**config.mk**
```make
export PLATFORM = sky130hd
export DESIGN_NAME = slave_port_arbiter
export DESIGN_NICKNAME = d
export VERILOG_FILES = /design/src/rtl/slave_port_arbiter.sv
export SDC_FILE = /design/constraint.sdc
export NUM_CORES = 1
export LEC_CHECK = 0
export CORE_AREA = 2 2 117 119
export DETAILED_ROUTE_END_ITERATION = 8
export DIE_AREA = 0 0 119 121
export SYNTH_ARGS = -nofsm -noshare
export SYNTH_HDL_FRONTEND = slang
export SYNTH_SLANG_ARGS = --single-unit
```
**constraint.sdc**
```tcl
create_clock -name clk -period 1.8 [get_ports clk]
set_input_delay 0.36 -clock clk [delete_from_list [all_inputs] [get_ports clk]]
set_output_delay 0.36 -clock clk [all_outputs]
set_load 0.005 [all_outputs]
```
**src/rtl/slave_port_arbiter.sv**
```systemverilog
// slave_port_arbiter
//   Round-robin arbiter sharing one slave port of the cross-bar between
//   NUM_MASTERS requesters on the req/ack bus. One master owns the port for
//   a whole transaction (including the read-data return cycle). Priority
//   rotates after every completed, timed-out or aborted transaction.
//   A watchdog ends transactions the slave never acknowledges.
//
// Ports
//   clk, reset                : clock, async active-high reset
//   m_req/m_addr/m_cmd/m_wdata: per-master request side (32-bit slices)
//   m_ack/m_rdata             : per-master response side
//   s_req/s_addr/s_cmd/s_wdata: to the slave
//   s_ack/s_rdata             : from the slave (rdata valid the cycle after ack)
//   busy                      : FSM not in IDLE
//   grant_id                  : current / last granted master
//   timeout_err               : one-cycle pulse when the watchdog fires
module slave_port_arbiter #(
    parameter int          NUM_MASTERS = 2,
    parameter int          TIMEOUT     = 255,
    parameter logic [31:0] ERR_DATA    = 32'hDEAD_BEEF
) (
    input  logic                      clk,
    input  logic                      reset,
    input  logic [NUM_MASTERS-1:0]    m_req,
    input  logic [32*NUM_MASTERS-1:0] m_addr,
    input  logic [NUM_MASTERS-1:0]    m_cmd,
    input  logic [32*NUM_MASTERS-1:0] m_wdata,
    output logic [NUM_MASTERS-1:0]    m_ack,
    output logic [32*NUM_MASTERS-1:0] m_rdata,
    output logic                      s_req,
    output logic [31:0]               s_addr,
    output logic                      s_cmd,
    output logic [31:0]               s_wdata,
    input  logic                      s_ack,
    input  logic [31:0]               s_rdata,
    output logic                      busy,
    output logic [2:0]                grant_id,
    output logic                      timeout_err
);

    // Keep the counter at least one bit wide when the watchdog is disabled.
    localparam int CW = (TIMEOUT > 0) ? $clog2(TIMEOUT + 1) : 1;

    typedef enum logic [1:0] {IDLE, GRANT, RDATA} state_t;

    state_t        state_q, state_d;
    logic [2:0]    ptr_q, ptr_d;
    logic [2:0]    gid_q, gid_d;
    logic [CW-1:0] cnt_q, cnt_d;
    logic          err_q, err_d;     // current read ended by the watchdog

    // Signals of the granted master
    logic          g_req, g_cmd;
    logic [31:0]   g_addr, g_wdata;

    logic          in_grant, wd_fire, ack_grant;
    logic [31:0]   rdata_src;
    logic [2:0]    ptr_adv;
    logic          found;
    logic [2:0]    winner;

    always_comb begin
        g_req   = 1'b0;
        g_cmd   = 1'b0;
        g_addr  = '0;
        g_wdata = '0;
        for (int i = 0; i < NUM_MASTERS; i++) begin
            if (gid_q == 3'(i)) begin
                g_req   = m_req[i];
                g_cmd   = m_cmd[i];
                g_addr  = m_addr[32*i +: 32];
                g_wdata = m_wdata[32*i +: 32];
            end
        end
    end

    // Round-robin search: offset i from ptr, first requesting master wins.
    always_comb begin
        found  = 1'b0;
        winner = ptr_q;
        for (int i = 0; i < NUM_MASTERS; i++) begin
            for (int j = 0; j < NUM_MASTERS; j++) begin
                if (!found && m_req[j] && ((int'(ptr_q) + i) % NUM_MASTERS == j)) begin
                    found  = 1'b1;
                    winner = 3'(j);
                end
            end
        end
    end

    assign in_grant  = (state_q == GRANT);
    // An aborting master (req dropped) gets no ack, so the watchdog is gated by g_req.
    assign wd_fire   = (TIMEOUT != 0) && in_grant && g_req && !s_ack
                       && (cnt_q == CW'(TIMEOUT));
    assign ack_grant = in_grant && g_req && (s_ack || wd_fire);
    assign rdata_src = err_q ? ERR_DATA : s_rdata;
    assign ptr_adv   = (gid_q == 3'(NUM_MASTERS - 1)) ? 3'd0 : gid_q + 3'd1;

    always_comb begin
        state_d = state_q;
        ptr_d   = ptr_q;
        gid_d   = gid_q;
        cnt_d   = cnt_q;
        err_d   = err_q;
        case (state_q)
            IDLE: begin
                err_d = 1'b0;
                if (found) begin
                    gid_d   = winner;
                    cnt_d   = '0;
                    state_d = GRANT;
                end
            end
            GRANT: begin
                if (!g_req) begin
                    state_d = IDLE;
                    ptr_d   = ptr_adv;
                end else if (s_ack) begin
                    state_d = g_cmd ? IDLE : RDATA;
                    ptr_d   = ptr_adv;
                end else if (wd_fire) begin
                    state_d = g_cmd ? IDLE : RDATA;
                    err_d   = 1'b1;
                    ptr_d   = ptr_adv;
                end else begin
                    cnt_d = cnt_q + CW'(1);
                end
            end
            RDATA:   state_d = IDLE;
            default: state_d = IDLE;
        endcase
    end

    always_ff @(posedge clk or posedge reset) begin
        if (reset) begin
            state_q <= IDLE;
            ptr_q   <= '0;
            gid_q   <= '0;
            cnt_q   <= '0;
            err_q   <= 1'b0;
        end else begin
            state_q <= state_d;
            ptr_q   <= ptr_d;
            gid_q   <= gid_d;
            cnt_q   <= cnt_d;
            err_q   <= err_d;
        end
    end

    assign s_req       = in_grant && g_req && !wd_fire;
    assign s_addr      = in_grant ? g_addr  : 32'd0;
    assign s_cmd       = in_grant && g_cmd;
    assign s_wdata     = in_grant ? g_wdata : 32'd0;
    assign busy        = (state_q != IDLE);
    assign grant_id    = gid_q;
    assign timeout_err = wd_fire;

    for (genvar i = 0; i < NUM_MASTERS; i++) begin : g_master
        logic sel;
        assign sel                = (gid_q == 3'(i));
        assign m_ack[i]           = sel && ack_grant;
        assign m_rdata[32*i +: 32] = (sel && state_q == RDATA) ? rdata_src : 32'd0;
    end

endmodule
```
After elaboration in Yosys (flattened, before gate mapping)
Index checks and enable logic that the tools add are counted.

storage, ports and cells
  bits in registers = 17
  latch bits = 0
  bits in writable memories = 0
  bits in read-only memories = 0
  input port bits = 167
  output and inout port bits = 137
  logic and storage cells = 95
  memories = 0

cells by class
  add/subtract/negate cells = 3
  $mul = 0
  divide/modulo/power cells = 0
  magnitude comparators = 0
  equal/unequal tests = 12
  shifts and indexed selects = 0
  mux-type cells = 40
  bitwise gates (word level) = 1
  reductions and logical operators = 34

operators by type and width
  operator                                                count
  two-way mux 32 bit                                      9
  logical NOT 32 bit                                      2
  two-way mux 8 bit                                       4
  two-way mux 3 bit                                       8
  logical AND 1 bit                                       17
  one-hot mux 8 bit (2 select lines)                      1
  two-way mux 1 bit                                       11
  two-way mux 2 bit                                       5
  adder 8 x 1 -> 8 bit (second input constant)            1
  equality test 8 bit (second input constant)             1
  inequality test 2 bit (second input constant)           4
  AND reduction 2 bit                                     3
  logical NOT 1 bit                                       5
  AND reduction 5 bit                                     1
  equality test 2 bit (second input constant)             2
  inequality test 4 x 3 -> 1 bit (second input constant)  1
  one-hot mux 2 bit (2 select lines)                      1
  AND reduction 4 bit                                     1
  nonzero test 2 bit                                      2
  adder 3 x 1 -> 3 bit (second input constant)            1
  equality test 3 x 1 -> 1 bit (second input constant)    1
  logical NOT 3 bit                                       1
  inequality test 3 x 2 -> 1 bit (second input constant)  1
  equality test 2 x 1 -> 1 bit (second input constant)    1
  other kinds (6)                                         6

Depth between registers and ports, before layout
  depth in word-level cells = 17
  gate-level depth with buffers = 7
  mapped depth without buffers = 6

Worst setup path after synthesis
No wires, ideal clock.

  kind = register to output
  from = register gid_q[2] (netlist: grant_id[2])
  to = output port s_addr[23]
  data arrival time = 1.678 ns
  data required time = 1.440 ns
  slack = -0.238 ns
  cell stages (with the launch flop) = 7
  buffers on the path = 3
  cell sequence = dfrtp_1 -> buf_2 -> nor3b_1 -> clkbuf_1 -> clkbuf_1 -> a22oi_1 -> nor2_1

between the ends
  longest elaborated chain between the ends = 4
  elaborated cells between the ends (all ways) = 5
  those cells by class = eq/ne: 1; mux: 3; reduce/logical: 1

RTL lines
  item                    RTL line  RTL
  from (decl)             48        logic [2:0] gid_q, gid_d;
  from (signal assigned)  144       gid_q <= gid_d;
  logical NOT 3 bit       68        if (gid_q == 3'(i)) begin
  two-way mux 32 bit      68
  two-way mux 32 bit *    68
  two-way mux 32 bit *    151       assign s_addr = in_grant ? g_addr : 32'd0;
  to (decl)               31        output logic [31:0] s_addr,

Mark *: on every way between the ends. The rest lies on a longest branch, timed or not.

Worst setup path after layout
  from = register gid_q[0] (netlist: grant_id[0])
  to = output port s_wdata[4]

between the ends
  longest elaborated chain between the ends = 4
  elaborated cells between the ends (all ways) = 5
  those cells by class = eq/ne: 1; mux: 3; reduce/logical: 1

RTL lines
  item                  RTL line  RTL
  logical NOT 3 bit     68
  two-way mux 32 bit    68
  two-way mux 32 bit *  68
  two-way mux 32 bit *  153       assign s_wdata = in_grant ? g_wdata : 32'd0;
  to (decl)             33        output logic [31:0] s_wdata,

Marked as above.

==> flow_summary.json <==
{
  "firstDrtPassIters": 5,
  "stdcell_area_sq_um": 6850,
  "crit_arrival_ns": 1.89,
  "insertion_delay_ns": 0.25,
  "path_delay_family": "buffers and inverters",
  "crit_top_cell": "buf_6",
  "synth_edf_count": 0,
  "portBuffers": 303,
  "cts_tree": "built",
  "hold_ws_ns": 0.4934,
  "maxSlewViolCount": 0,
  "synthCells": 352,
  "pwr-share-clk": 0.055,
  "place_congestion": 0.8102,
  "cp_data_required_time_ns": 1.44,
  "synth_common_cells": "157 x nor2_1, 65 x a22oi_1, 26 x clkbuf_1, 15 x dfrtp_1, 10 x nand2b_1",
  "grt_first_pass_wirelength_microns": 22560,
  "period_share": 1.251,
  "cts.clk_slew.worst_paths_ns": 0.05,
  "fin_crit_ns": 2.253,
  "cpPeakStageDelay_ns": 0.39,
  "rr_worst_depth": 7,
  "rsz0062_at_grt": "true",
  "status": "finished, violations left",
  "vias_per_cell": 4.642,
  "p_per_area_nw_per_um2": 1169,
  "cts_buffer_depth": 2,
  "holdBufCountCts": 0,
  "yosysWarnings": 0,
  "crit_buf_inv": 7,
  "post-place-ws_ns": -0.9934,
  "fin_ws_ns": -0.4525,
  "cap_violations": 0,
  "root_buffer": "clkbuf_16",
  "yosysTopAreaCellShare": 0.2794,
  "core_area_sq_um": 13090,
  "power_frac_seq": 0.062,
  "failed_checks": "negative setup slack",
  "drc_errors": 0,
  "antenna_left": 0,
  "dp.final_hpwl_microns": 10910,
  "grt_antenna_before_repair": 0,
  "cp_num_cells": 10,
  "critPathLaunchType": "flip-flop",
  "die_h_microns": 121,
  "grt_pass1_vias": 4163,
  "drive_above_1_share": 0.5284,
  "max_freq_ghz": 0.4439,
  "path_cells": "buf_6 > nor3b_4 > buf_12 > buf_16 > buf_8 > buf_6 > buf_6 > a22oi_2 > nor2_1 > buf_2",
  "synth_top_area_cell": "nor2_1",
  "power_switching_mw": 3.302,
  "fp.dieW_microns": 119,
  "post_synth_main_area_contributors": "nor2_1 28%, a22oi_1 23%, dfrtp_1 18%, clkbuf_1 4.6%, nand2b_1 3.0%",
  "combPwrFrac": 0.883,
  "vdd_drop_max_mv": 0.7875,
  "track_usage": 0.1971,
  "wl_per_cell_microns": 17.75,
  "rows": 42,
  "power_mw": 8.011,
  "crit_fanout": 6,
  "finalWirelength_microns": 16560,
  "via_count": 4331,
  "ys_ff_latch": 15,
  "placed_area_sq_um": 5638,
  "start_util": 0.1612,
  "hold_path_class": "input port to async pin",
  "drtIter0Drc": 123,
  "overflow": 0,
  "clock-sinks": 15,
  "synthesis.nets": 520,
  "hold_viol_final": 0,
  "synthFlopType": "dfrtp_1",
  "tightest_slew_ns": 0.6173,
  "fin_worst_skew_ns": 0.007218,
  "final_util": 0.5235,
  "crit_type": "flip-flop to primary output",
  "grt_max_degree": 77,
  "synth.most_common_cell": "nor2_1",
  "n_antenna_cell": 0,
  "io_pins": 304,
  "setup_viol": 143,
  "slew_headroom": 0.5880,
  "crit_path_top_delay_cell": "dfrtp_1",
  "nFillCells": 1257,
  "swShare": 0.4122,
  "critPathCaptureType": "primary output",
  "power.internal_mw": 4.709,
  "layout.nets": 926,
  "async_flop_share": 1.000,
  "synth-seq-area-share": 0.1779,
  "synth_area_sq_um": 2110,
  "ctsHtreeMaxLevel": 1,
  "synth.avg_cell_area_sq_um": 5.993,
  "cts_buffers": 3,
  "power_leakage_nw": 3.230,
  "die_area_sq_um": 14400,
  "syn2layout_area_growth_pct": 224.7,
  "synth.distinct_cells": 36
}
-- per-stage QoR --
| stage | TNS, ns | cells |
|---|---|---|
| 2_1_floorplan | -0.3202 | 352 |
| 3_3_place_gp | -62.23 | 838 |
| 3_5_place_dp | -65.21 | 838 |
| 4_1_cts | -54.99 | 896 |
| 5_1_grt | -54.17 | 933 |
| 6_report | -42.99 | 933 |
-- final timing paths --
path,startpoint,to,slack [ns]
hold reg to reg,ptr_q[0]$_DFFE_PP0P_,ptr_q[0]$_DFFE_PP0P_,0.53
setup reg to reg,grant_id[0]$_DFFE_PP0P_,cnt_q[4]$_DFFE_PP0P_,-0.24
min in group clk,ptr_q[0]$_DFFE_PP0P_,ptr_q[0]$_DFFE_PP0P_,0.53
max in group asynchronous,reset,cnt_q[6]$_DFFE_PP0P_,0.90
hold / removal,reset,state_q[0]$_DFFE_PP0P_,0.49
setup / recovery,grant_id[0]$_DFFE_PP0P_,s_wdata[4],-0.45
-- metal layers --
metal,wire length (microns),global-route usage,share of wire
met4,346,0.02827,0.021
met1,6062,0.2166,0.37
met2,8950,0.3915,0.54
met5,0,0,0
met3,1198,0.04276,0.072
-- cell usage in the layout, fill, tap and decap left out, drive strengths merged, types with 4 or more instances in the layout --
master,n
a22oi,65
nor4,7
nand2b,10
dlygate4sd2,4
nand3,9
clkdlybuf4s15,4
clkdlybuf4s50,166
clkbuf,30
buf,233
dfrtp,15
nor2,157
inv,5
nand2,8
-- state kept, by name, indices dropped and copies added, names as in the netlist --
signal and count:
cnt_q 8, ptr_q 1, grant_id 3, err_q 1, state_q 2
-- area by class of cell --
cell class                 instances  area (sq um)  share of cell area
inverter                           5         18.77            0.002740
sequential                        15         375.4             0.05479
clock buffer                       3         75.07             0.01096
tap                              176         220.2             0.03215
timing repair buffer             436          3980              0.5810
clock inverter                     1         5.005           0.0007306
multi-input combinational        297          2176              0.3176
-- kinds of logic after synthesis --
group,count (synthesis),synth area share
AND/OR/NAND/NOR,208,0.4253
multiplexers,3,0.01483
AO/OA/AOI/OAI,85,0.3001
adder cells (fa/ha/maj),1,0.005930
buffers and inverters,40,0.07592
flip-flops,15,0.1779
-- repair_timing --
item	in CTS	in global routing
cloned	9	6
gates resized for setup	433	270
pin swaps	25	34
endpoints found under the setup margin	146	145
setup buffers	45	40
-- power by group through the flow --
stage          Clock [mW]  Sequential (mW)  Combinational, mW
6_report            0.437            0.499               7.07
5_1_grt             0.459            0.510               7.55
4_1_cts             0.443            0.484               6.25
3_5_place_dp            0            0.488               4.73
3_3_place_gp            0            0.484               4.69
2_1_floorplan           0            0.509               1.95
-- worst register-to-register path: stages (launching register included) --
cell,delay (ns)
dfrtp_1,0.39
buf_4,0.15
mux2i_2,0.16
buf_4,0.15
or4_4,0.43
o31a_1,0.36
buf_4,0.17
a21o_1,0.14
Note: power is estimated with default switching activity, not from simulation.
